--- config.mk ---
export PLATFORM = sky130hd
export DESIGN_NAME = sync_fifo
export DESIGN_NICKNAME = d
export VERILOG_FILES = /design/src/rtl/tester_pkg.sv /design/src/rtl/fifo_ram.sv /design/src/rtl/sync_fifo.sv
export SDC_FILE = /design/constraint.sdc
export NUM_CORES = 1
export LEC_CHECK = 0
export CORE_UTILIZATION = 53
export DETAILED_ROUTE_END_ITERATION = 16
export GPL_TIMING_DRIVEN = 0
export PLACE_DENSITY = 0.75
export SYNTH_ARGS = -nofsm -noshare
export SYNTH_HDL_FRONTEND = slang
export SYNTH_HIERARCHICAL = 1
export SYNTH_SLANG_ARGS = --single-unit
--- constraint.sdc ---
create_clock -name clock -period 5 [get_ports clock]
set_input_delay 1 -clock clock [delete_from_list [all_inputs] [get_ports clock]]
set_output_delay 1 -clock clock [all_outputs]
set_load 0.1 [all_outputs]
--- src/rtl/tester_pkg.sv ---
// Shared tester definitions: FIFO record widths and the packed record layouts
// that producer and consumer blocks agree on.
package tester_pkg;

  localparam int unsigned CFIFO_WIDTH  = 52;
  localparam int unsigned DIFIFO_WIDTH = 32;

  // Check record: stimulus engine -> result checker.
  typedef struct packed {
    logic [3:0]  opcode;
    logic [15:0] addr;
    logic [31:0] expect_data;
  } check_rec_t;

  // DUT-info record: identification words captured from the device under test.
  typedef struct packed {
    logic [15:0] dev_id;
    logic [7:0]  revision;
    logic [7:0]  status;
  } dut_info_rec_t;

endpackage

--- src/rtl/fifo_ram.sv ---
// Simple dual-port synchronous RAM: one write port, one registered read port
// whose output register clears asynchronously.
module fifo_ram #(
  parameter int unsigned WIDTH = 52,
  parameter int unsigned AW    = 3
) (
  input  logic             i_clk,
  input  logic             i_rst,
  input  logic             i_we,
  input  logic [AW-1:0]    i_waddr,
  input  logic [WIDTH-1:0] i_wdata,
  input  logic             i_re,
  input  logic [AW-1:0]    i_raddr,
  output logic [WIDTH-1:0] o_rdata
);

  logic [WIDTH-1:0] r_mem [2**AW];
  logic [WIDTH-1:0] r_rdata;

  always_ff @(posedge i_clk) begin
    if (i_we) r_mem[i_waddr] <= i_wdata;
  end

  // Output register holds its value when no read is accepted.
  always_ff @(posedge i_clk or posedge i_rst) begin
    if (i_rst)     r_rdata <= '0;
    else if (i_re) r_rdata <= r_mem[i_raddr];
  end

  assign o_rdata = r_rdata;

endmodule

--- src/rtl/sync_fifo.sv ---
// Single-clock word FIFO with registered output, non-show-ahead reads and
// overflow/underflow protection; flags decode from the registered count.
module sync_fifo
  import tester_pkg::*;
#(
  parameter int unsigned WIDTH      = CFIFO_WIDTH,
  parameter int unsigned DEPTH_LOG2 = 3
) (
  input  logic                  clock,
  input  logic                  aclr,
  input  logic [WIDTH-1:0]      data,
  input  logic                  wrreq,
  input  logic                  rdreq,
  output logic [WIDTH-1:0]      q,
  output logic                  rdempty,
  output logic                  wrempty,
  output logic                  wrfull,
  output logic [DEPTH_LOG2:0]   usedw
);

  localparam logic [DEPTH_LOG2:0] C_DEPTH = {1'b1, {DEPTH_LOG2{1'b0}}};

  logic [DEPTH_LOG2-1:0] r_wptr;
  logic [DEPTH_LOG2-1:0] r_rptr;
  logic [DEPTH_LOG2:0]   r_count;
  logic                  w_wr_acc;
  logic                  w_rd_acc;

  // A write into an empty FIFO never collides with a read: the read is refused.
  assign w_wr_acc = wrreq && (r_count != C_DEPTH);
  assign w_rd_acc = rdreq && (r_count != '0);

  always_ff @(posedge clock or posedge aclr) begin
    if (aclr) begin
      r_wptr  <= '0;
      r_rptr  <= '0;
      r_count <= '0;
    end else begin
      if (w_wr_acc) r_wptr <= r_wptr + DEPTH_LOG2'(1);
      if (w_rd_acc) r_rptr <= r_rptr + DEPTH_LOG2'(1);
      case ({w_wr_acc, w_rd_acc})
        2'b10:   r_count <= r_count + (DEPTH_LOG2+1)'(1);
        2'b01:   r_count <= r_count - (DEPTH_LOG2+1)'(1);
        default: r_count <= r_count;
      endcase
    end
  end

  fifo_ram #(
    .WIDTH (WIDTH),
    .AW    (DEPTH_LOG2)
  ) u_ram (
    .i_clk   (clock),
    .i_rst   (aclr),
    .i_we    (w_wr_acc),
    .i_waddr (r_wptr),
    .i_wdata (data),
    .i_re    (w_rd_acc),
    .i_raddr (r_rptr),
    .o_rdata (q)
  );

  assign rdempty = (r_count == '0);
  assign wrempty = (r_count == '0);
  assign wrfull  = (r_count == C_DEPTH);
  assign usedw   = r_count;

endmodule

==> out/qor.yml <==
clock_network:
  cts_root_buf: "clkbuf_16"
  numCtsBuffers: 47
  cts-htree-levels: 2
  post-cts-setup-buffers: 0
  cts-resized-gates: 0
  max-clock-path-buffers: 3
  clock_latency_ps: 550
  cts_tree: "done"
  cts_sinks: 478
  clk_pin_slew_ps: 60
  hold_buffers: 0
floorplan:
  start_util: 0.543
  dieHeight_um: 191
  dieArea_sq_mm: 0.0363
  rows: 68
  core_area_sq_mm: 0.0347
  die_w_um: 191
  io-pin-count: 115
global_routing:
  grt_usage: 0.238
  grt_max_degree: 53
  grt_pass1_vias: 10600
  grt_pass1_wl_um: 63700
  antenna_found_initial: 2
  overflow: 0
min_path:
  hold_path.class: "register to register"
logic_synthesis:
  postSynth.asyncResetShare: 0.130
  yosys-top-cells-count: "edfxtp_1 (416), mux2i_1 (157), nor2b_1 (97)"
  ys_seq_elements: 478
  synth_top_area_share: 0.663
  yosysTopAreaCell: "edfxtp_1"
  synthesis.nets: 1142
  syn_inst: 1080
  yosysWarnings: 6
  synth-main-ff-cell: "edfxtp_1"
  syn-cell-area_sq_mm: 0.0188
  synth.distinct_cells: 40
  synth_seq_area_share: 0.746
  synth.avg_cell_area_sq_um: 17.4
  synth_edf_count: 416
  synth.most_common_cell: "edfxtp_1"
  synth_area_leaders: "edfxtp_1 (66%), mux2i_1 (8.3%), dfrtp_1 (8.2%), nor2b_1 (3.2%), a41o_1 (2.8%)"
sta:
  slew_viol_final: 0
  max_slew.worst_pin.slew_ps: 998
  max_freq_mhz: 277
  rsz0062_at_grt: "no"
  final_hold_viol_count: 0
  tns_ps: 0
  clock_skew_ps: 13.5
  worst_slack_ps: 1390
  timing.hold.ws_ps: 492
  min_period_ps: 3610
  relSlewSlack: 0.333
  finalSetupViolations: 0
  min_period_over_period: 0.721
drt:
  viasPerCell: 5.91
  ant_nets: 0
  drtIter0Drc: 719
  wl_per_cell_um: 24.1
  via_count: 10400
  first_pass_iters: 5
  drt_wl_total_um: 42200
  drc: 0
final_layout:
  finalCoreUtilization: 0.648
  drive_above_1_share: 0.117
  multi_input_area_sq_mm: 0.00435
  area_growth_pct: 19.4
  instances_no_fill: 1752
  nNetsFinal: 1321
  nFillCells: 2388
  final_area_sq_mm: 0.0225
  seqCellArea_sq_mm: 0.0140
pwr:
  switching_share: 0.394
  p_comb_frac: 0.409
  seq_power_share: 0.366
  p_sw_mw: 5.89
  power_leakage_nw: 8.18
  powerDensity_mw_per_mm2: 664
  intPower_mw: 9.05
  peakVddDrop_mv: 0.391
  clockPowerShare: 0.226
  power.total_mw: 14.9
critical_path:
  crit_arrival_ps: 2610
  max_stage_delay_ps: 1120
  crit_path_end_kind: "primary output"
  worstPathRequired_ps: 4000
  critPathKind: "register to primary output"
  crit_chain: "nor4_2 -> buf_4 -> clkdlybuf4s50_1"
  start_kind: "register"
  cp_max_fo: 7
  critPathSlowestCell: "clkdlybuf4s50_1"
placement:
  dp_cells: 1665
  place_area_sq_mm: 0.0210
  io_buffer_count: 114
  dpl.hpwl_um: 26600
  place_congestion: 0.745
  dp_slack_ps: 1530
run_status:
  status: "completed"
job:
  max_cap_violations: 0
==> worst max-delay path, delay by kind of cell (launching register included) <==
| family | cells | cell delay, ps |
|---|---|---|
| AND/OR/NAND/NOR | 1 | 340 |
| buffers and inverters | 2 | 1270 |
| flip-flops | 1 | 460 |
==> cell families after synthesis <==
logic type,synth area share
AO/OA/AOI/OAI,0.0757
XOR/XNOR,0.00279
adder cells (fa/ha/maj),0.00438
buffers and inverters,0.0275
flip-flops,0.746
multiplexers,0.0846
AND/OR/NAND/NOR,0.0594
==> placed cells by master (no fill, tap or decap), types with 2 or more instances in the layout <==
master           count
nor3_4               2
and2b_1              8
xnor2_1              4
edfxtp_1           416
clkbuf_1            33
nand2b_1             3
nand2b_4             2
mux2i_1            157
clkinvlp_4           3
nor2b_1             97
a21oi_1              2
nor2_4               6
inv_1                6
clkbuf_8             8
a41o_1              52
buf_4               12
a211o_1             52
buf_6               14
buf_8                6
clkbuf_16           49
nand2_1              7
buf_2               18
buf_16               7
xor2_1               2
buf_12               7
ha_1                 5
clkinv_1             7
nor2_1               2
clkdlybuf4s50_1    114
clkinv_2             8
nand3_1             53
dfrtp_1             62
a22oi_1             52
nor3b_1              2
==> power by group through the flow <==
stage / Clock [mW] / Sequential, mW / Combinational (mW)
2_1_floorplan: 0 / 7.14 / 2.66
3_3_place_gp: 0 / 5.59 / 5.82
3_5_place_dp: 0 / 5.54 / 6.11
4_1_cts: 3.43 / 5.47 / 6.13
5_1_grt: 3.58 / 5.52 / 6.41
6_report: 3.37 / 5.46 / 6.10
==> registers in the layout (all words and copies together), names as in the netlist <==
| register | flops |
|---|---|
| r_rptr | 3 |
| r_wptr | 3 |
| u_ram/o_rdata | 52 |
| u_ram/r_mem | 416 |
| usedw | 4 |
==> area by class of cell <==
class | instances | area share
diodes | 1 | 0.000111
plain buffers | 72 | 0.0217
clock buffers | 66 | 0.0609
clock inverters | 20 | 0.00568
inverters | 8 | 0.00145
multi-input cells | 522 | 0.193
flip-flops and latches | 478 | 0.625
well taps | 455 | 0.0253
repair buffers | 130 | 0.0669
==> metal layers <==
| layer | track usage | vias to the layer above | share of wire |
|---|---|---|---|
| li1 | - | 4624 | - |
| met4 | 0.0745 | 2 | 0.025 |
| met2 | 0.391 | 409 | 0.49 |
| met1 | 0.331 | 5247 | 0.42 |
| met3 | 0.0337 | 74 | 0.067 |
| met5 | 0 | - | 0.00031 |
==> path summary, 6_finish.rpt <==
| kind | startpoint | endpoint | slack (ps) | cells after the start |
|---|---|---|---|---|
| worst max-delay path | usedw[3] | wrempty | 1390 | 3 |
| worst min-delay path | r_wptr[2] | r_wptr[2] | 490 | 1 |
| worst max register to register | usedw[3] | usedw[3] | 2050 | 7 |
| worst min register to register | r_wptr[2] | r_wptr[2] | 490 | 1 |
| max in group asynchronous | aclr | u_ram/o_rdata[34] | 3360 | 2 |
| min in group asynchronous | aclr | usedw[1] | 840 | 2 |
Power figures use the tool's default switching activity.
